[config.mk]
export PLATFORM = sky130hd
export DESIGN_NAME = hamming_frame_tx
export DESIGN_NICKNAME = d
export VERILOG_FILES = /design/src/rtl/hamming_pkg.sv /design/src/rtl/hamming74_enc.sv /design/src/rtl/hamming_frame_tx.sv
export SDC_FILE = /design/constraint.sdc
export NUM_CORES = 1
export LEC_CHECK = 0
export CAP_MARGIN = 15
export CORE_ASPECT_RATIO = 0.7
export CORE_MARGIN = 2
export CORE_UTILIZATION = 30
export CTS_BUF_LIST = sky130_fd_sc_hd__clkbuf_4
export DETAILED_ROUTE_END_ITERATION = 8
export PLACE_DENSITY_LB_ADDON = 0.12
export SLEW_MARGIN = 20
export SYNTH_ARGS = -nofsm -noshare
export SYNTH_HDL_FRONTEND = slang
export SYNTH_SLANG_ARGS = --single-unit
export TNS_END_PERCENT = 50
[constraint.sdc]
create_clock -name clk -period 1.96 [get_ports clk]
set_input_delay 0.294 -clock clk [delete_from_list [all_inputs] [get_ports clk]]
set_output_delay 0.294 -clock clk [all_outputs]
set_load 0.02 [all_outputs]
[src/rtl/hamming_pkg.sv]
// Constants and state type shared by the Hamming link transmitter and the
// receive-side sync detector / decoder.
package hamming_pkg;
  localparam logic [3:0] PREAMBLE  = 4'b1001;
  localparam int         FRAME_LEN = 11;
  localparam int         CW_LEN    = 7;

  typedef enum logic [1:0] {IDLE, PRE, DATA, GAP} tx_state_t;
endpackage

[src/rtl/hamming74_enc.sv]
// Combinational Hamming(7,4) encoder; cw[6] (p1) is the first bit on the line.
module hamming74_enc
  import hamming_pkg::*;
(
  input  logic [3:0]        din,
  output logic [CW_LEN-1:0] cw
);
  logic w_d1, w_d2, w_d3, w_d4;
  logic w_p1, w_p2, w_p4;

  assign w_d1 = din[3];
  assign w_d2 = din[2];
  assign w_d3 = din[1];
  assign w_d4 = din[0];

  assign w_p1 = w_d1 ^ w_d2 ^ w_d4;
  assign w_p2 = w_d1 ^ w_d3 ^ w_d4;
  assign w_p4 = w_d2 ^ w_d3 ^ w_d4;

  assign cw = {w_p1, w_p2, w_d1, w_p4, w_d2, w_d3, w_d4};
endmodule

[src/rtl/hamming_frame_tx.sv]
// Serial transmitter: accepts a nibble, sends preamble 1001 plus the Hamming(7,4)
// codeword MSB-first on tx, then holds the line low for GAP_CYCLES.
module hamming_frame_tx
  import hamming_pkg::*;
#(
  parameter int GAP_CYCLES = 2
) (
  input  logic       clk,
  input  logic       rst,
  input  logic [3:0] din,
  input  logic       din_valid,
  output logic       din_ready,
  output logic       tx,
  output logic       tx_active,
  output logic       frame_done
);
  localparam logic [3:0] PRE_LAST = 4'd3;
  localparam logic [3:0] BIT_LAST = 4'(FRAME_LEN - 1);
  localparam logic [3:0] GAP_LAST = 4'(GAP_CYCLES - 1);

  tx_state_t              r_state, w_next;
  logic [FRAME_LEN-1:0]   r_sr;
  logic [3:0]             r_bit_cnt, r_gap_cnt;
  logic                   r_tx, r_tx_active, r_frame_done;
  logic [CW_LEN-1:0]      w_cw;
  logic [FRAME_LEN-1:0]   w_frame;
  logic                   w_hs;

  hamming74_enc u_enc (
    .din (din),
    .cw  (w_cw)
  );

  assign w_frame    = {PREAMBLE, w_cw};
  assign din_ready  = (r_state == IDLE);
  assign w_hs       = din_valid && din_ready;
  assign tx         = r_tx;
  assign tx_active  = r_tx_active;
  assign frame_done = r_frame_done;

  always_ff @(posedge clk) begin
    if (rst) r_state <= IDLE;
    else     r_state <= w_next;
  end

  always_comb begin
    w_next = r_state;
    case (r_state)
      IDLE:    if (din_valid)               w_next = PRE;
      PRE:     if (r_bit_cnt == PRE_LAST)   w_next = DATA;
      DATA:    if (r_bit_cnt == BIT_LAST)   w_next = GAP;
      GAP:     if (r_gap_cnt == GAP_LAST)   w_next = IDLE;
      default:                              w_next = IDLE;
    endcase
  end

  // Bit k of the frame is driven onto r_tx at the edge where r_bit_cnt becomes k,
  // so the first preamble bit appears right at the handshake edge.
  always_ff @(posedge clk) begin
    if (rst) begin
      r_sr         <= '0;
      r_bit_cnt    <= '0;
      r_gap_cnt    <= '0;
      r_tx         <= 1'b0;
      r_tx_active  <= 1'b0;
      r_frame_done <= 1'b0;
    end else begin
      case (r_state)
        IDLE: begin
          r_frame_done <= 1'b0;
          if (w_hs) begin
            r_tx        <= w_frame[FRAME_LEN-1];
            r_sr        <= {w_frame[FRAME_LEN-2:0], 1'b0};
            r_bit_cnt   <= '0;
            r_tx_active <= 1'b1;
          end else begin
            r_tx        <= 1'b0;
            r_tx_active <= 1'b0;
          end
        end
        PRE, DATA: begin
          if (r_bit_cnt == BIT_LAST) begin
            r_tx         <= 1'b0;
            r_tx_active  <= 1'b0;
            r_frame_done <= 1'b0;
            r_gap_cnt    <= '0;
          end else begin
            r_tx         <= r_sr[FRAME_LEN-1];
            r_sr         <= {r_sr[FRAME_LEN-2:0], 1'b0};
            r_bit_cnt    <= r_bit_cnt + 4'd1;
            r_tx_active  <= 1'b1;
            r_frame_done <= (r_bit_cnt == BIT_LAST - 4'd1);
          end
        end
        GAP: begin
          r_tx         <= 1'b0;
          r_tx_active  <= 1'b0;
          r_frame_done <= 1'b0;
          if (r_gap_cnt != 4'hF) r_gap_cnt <= r_gap_cnt + 4'd1;
        end
        default: begin
          r_tx         <= 1'b0;
          r_tx_active  <= 1'b0;
          r_frame_done <= 1'b0;
        end
      endcase
    end
  end
endmodule

==> results of run 1 <==
-- per-stage QoR --
| stage | power, mW | hold slack, ns | utilization (%) |
|---|---|---|---|
| after floorplan | 1.52 | 0.446 | - |
| after global placement | 1.86 | 0.461 | 35.5 |
| after detailed placement | 1.87 | 0.467 | 35.5 |
| after CTS | 2.10 | 0.490 | 36.2 |
| after global routing | 2.27 | 0.526 | 36.2 |
| final | 2.08 | 0.483 | 36.2 |
-- state kept, by name (all words and copies together), names as in the netlist --
name        cells
frame_done      1
r_gap_cnt       4
r_state         2
tx_active       1
r_sr           10
r_bit_cnt       4
tx              1
-- metal layers --
layer	track usage [%]	share of wire, %
met5	0	0
met4	3.69	1.9
met3	3.87	4.1
met2	20.6	42
met1	16.3	52
-- worst max-delay path, stage by stage, from the launching register on --
cell	delay [ns]
dfxtp_2	0.39
inv_1	0.08
ha_1	0.27
and3b_2	0.30
a211oi_4	0.29
buf_12	0.17
nor2_1	0.04
a211oi_1	0.20
-- what timing repair did --
item                                    in CTS  in global routing
endpoints found under the setup margin       1                  9
gates cloned                                 0                  0
pin swaps                                    0                  1
resized for setup                            1                  2
-- power groups by stage --
stage | sequential (mW) | clock [mW] | combinational [mW]
after floorplan | 0.697 | 0 | 0.821
after global placement | 0.695 | 0 | 1.17
final | 0.691 | 0.234 | 1.16
after detailed placement | 0.699 | 0 | 1.17
after global routing | 0.710 | 0.266 | 1.29
after CTS | 0.689 | 0.247 | 1.16
-- synth_stat cells (2+ instances only) --
library cell	n	share of area, %
ha_1	11	10
dfxtp_1	23	34
o21ai_0	5	1.9
buf_2	2	0.75
a21oi_1	15	5.6
inv_1	11	3.1
nor2_1	7	2.0
or2_2	2	0.93
nor2b_1	3	1.4
mux2i_1	8	6.0
clkbuf_1	2	0.56
buf_6	2	1.7
or3b_2	2	1.3
xnor2_1	5	3.3
nand3_1	3	1.1
o32ai_1	4	2.6
a32o_1	2	1.5
nand2b_1	3	1.4
nand3b_1	4	2.2
nand2_1	6	1.7
a211oi_1	5	2.8
-- logic make-up (layout without fill, tap and decap cells) --
group	Yosys count	after routing	share of synthesized area (%)
xor gates and xnor gates	5	5	3.26
muxes	8	8	5.97
adders and majority gates	11	11	10.3
AOI/OAI and AO/OA	39	39	20.8
and+or+nand+nor	40	40	19.0
buffers and inverters	18	33	6.34
DFF	23	23	34.3
-- how the worst min path moves through the flow --
stage | slack (ns) | start | cells past startpoint | endpoint
floorplan | 0.45 | r_sr[1]$_SDFFE_PP0P_ | 2 | r_sr[1]$_SDFFE_PP0P_
global placement | 0.46 | r_sr[1]$_SDFFE_PP0P_ | 2 | r_sr[1]$_SDFFE_PP0P_
detailed placement | 0.47 | r_sr[1]$_SDFFE_PP0P_ | 2 | r_sr[1]$_SDFFE_PP0P_
CTS | 0.49 | r_sr[1]$_SDFFE_PP0P_ | 2 | r_sr[1]$_SDFFE_PP0P_
global route | 0.53 | r_sr[1]$_SDFFE_PP0P_ | 2 | r_sr[1]$_SDFFE_PP0P_
finish | 0.48 | r_sr[1]$_SDFFE_PP0P_ | 2 | r_sr[1]$_SDFFE_PP0P_
-- cell type report --
type                       instances  area, um^2  share of cell area, %
clock inverter                     1        5.00                  0.319
clock buffer                       3        22.5                   1.44
inverter                          11        41.3                   2.63
tap                               55        68.8                   4.39
sequential                        23         462                   29.4
multi-input combinational        103         797                   50.8
timing repair buffer              18         171                   10.9
==> flow_summary_export.csv, run 1 <==
group,metric,value,unit
setup_path,startpoint,"r_bit_cnt[0]$_SDFFE_PP0P_",
finish,stdcell_count,214,
logic_synthesis,synth_fp_nets,162,
sta,rsz0062_at_grt,"no",
sta,fin_crit,1.85,ns
floorplanning,coreArea,4330,um^2
setup_path,cp.required,2.19,ns
place,place_ws,0.104,ns
setup_path,path_class,"reg -> reg",
clock_tree,cts_root_buf,"clkbuf_4",
grt,antenna_found_initial,0,
finish,finalNetCount,178,
route,antenna_left,0,
place,gp_congestion,0.716,
sta,max_slew.worst_pin.slew,0.504,ns
sta,final-hold-violation-count,0,
grt,grt_pass1_wl,4990,um
floorplanning,chipWidth,83.9,um
place,dp_hpwl,2080,um
power,pwr-share-seq,33.2,%
floorplanning,start_util,31.0,%
floorplanning,rows,20,
route,vias,1071,
place,dp_cells,210,
power,p_int,1.22,mW
grt,overflow,0,
sta,drv_slew,0,
route,drcViolationCount,0,
finish,drive_above_1_share,15.1,%
run,maxCapViolCount,0,
finish,nFillCells,455,
setup_path,rr_endpoint,"r_sr[2]$_SDFFE_PP0P_",
finish,area_growth,16.9,%
sta,max_freq,541,MHz
route,wl_per_cell,13.3,um
power,powerDensity,1330,nW/um^2
setup_path,r2r_cells,7,
power,p_sw,0.867,mW
clock_tree,clock_latency,0.33,ns
setup_path,cp_data_arrival_time,2.08,ns
logic_synthesis,yosys.cell_types.count,40,
logic_synthesis,syn_avg_cell_area,9.31,um^2
finish,layout.cells.most_common_list,"dfxtp_1, a21oi_1, inv_1, ha_1, clkdlybuf4s50_1",
setup_path,crit_path_end,"r_sr[2]$_SDFFE_PP0P_",
finish,postLayoutCellArea,1570,um^2
clock_tree,cts_hold_buf,0,
power,ir_worst_vdd,0.455,mV
clock_tree,clkSinkCount,23,
sta,fin_crit_sh,94.3,%
floorplanning,die_h,59.9,um
logic_synthesis,yosys_warnings,0,
floorplanning,die-area,5030,um^2
setup_path,start_kind,"flop",
clock_tree,cts_tree,"yes",
outcome,status,"complete, no violations",
logic_synthesis,ys_seq_area_share,34.3,%
route,wirelength,2860,um
clock_tree,postCtsSetupRepairBufs,0,
floorplanning,num_io_pins,11,
power,comb_power_share,55.6,%
setup_path,timing.rr.start,"r_bit_cnt[0]$_SDFFE_PP0P_",
place,dpl_cell_area,1540,um^2
setup_path,rrSetupSlack,0.11,ns
place,port_buffers,10,
sta,setup_tns,0,ns
route,vias_per_cell,5.00,
power,p_leak,0.610,nW
clock_tree,clk_pin_slew_worst_paths,0.15,ns
logic_synthesis,postSynthCellCount,144,
clock_tree,numCtsBuffers,3,
route,first_pass_iters,4,
power,clkPwrFrac,11.2,%
setup_path,end_kind,"flop",
grt,grt_usage,12.6,%
clock_tree,htree_levels,1,
logic_synthesis,yosys_register_bits,23,
min_path,min_path_type,"reg -> reg",
route,drt_iter0_drc,50,
sta,finalSetupViolCount,0,
setup_path,worst-path-max-fanout,13,
sta,relSlewSlack,66.3,%
power,swShare,41.6,%
grt,grt_pass1_vias,1070,
logic_synthesis,netlist_area,1340,um^2
clock_tree,clk_path_buf_depth,2,
finish,final_common_cell,"dfxtp_1",
finish,antenna-diode-count,0,
grt,grt_start_max_net_pins,15,
logic_synthesis,synth_ff_type,"dfxtp_1",
logic_synthesis,synth_edf_count,0,
sta,fin_ws,0.111,ns
sta,skew,0.0266,ns
logic_synthesis,async_reset_ff_share,0,%
No activity file was read; power rests on OpenSTA's default activity.
==> run 2, diff against run 1 <==
CTS_CLUSTER_SIZE = 14   (was default)
GPL_ROUTABILITY_DRIVEN = 0   (was default)
==> results of run 2 <==
Final layout, timing and power as in run 1 (identical DEF).
==> run 3, diff against run 2 <==
CAP_MARGIN = default   (was 15)
TNS_END_PERCENT = 10   (was 50)
==> results of run 3 <==
Final layout, timing and power as in run 1 (identical DEF).
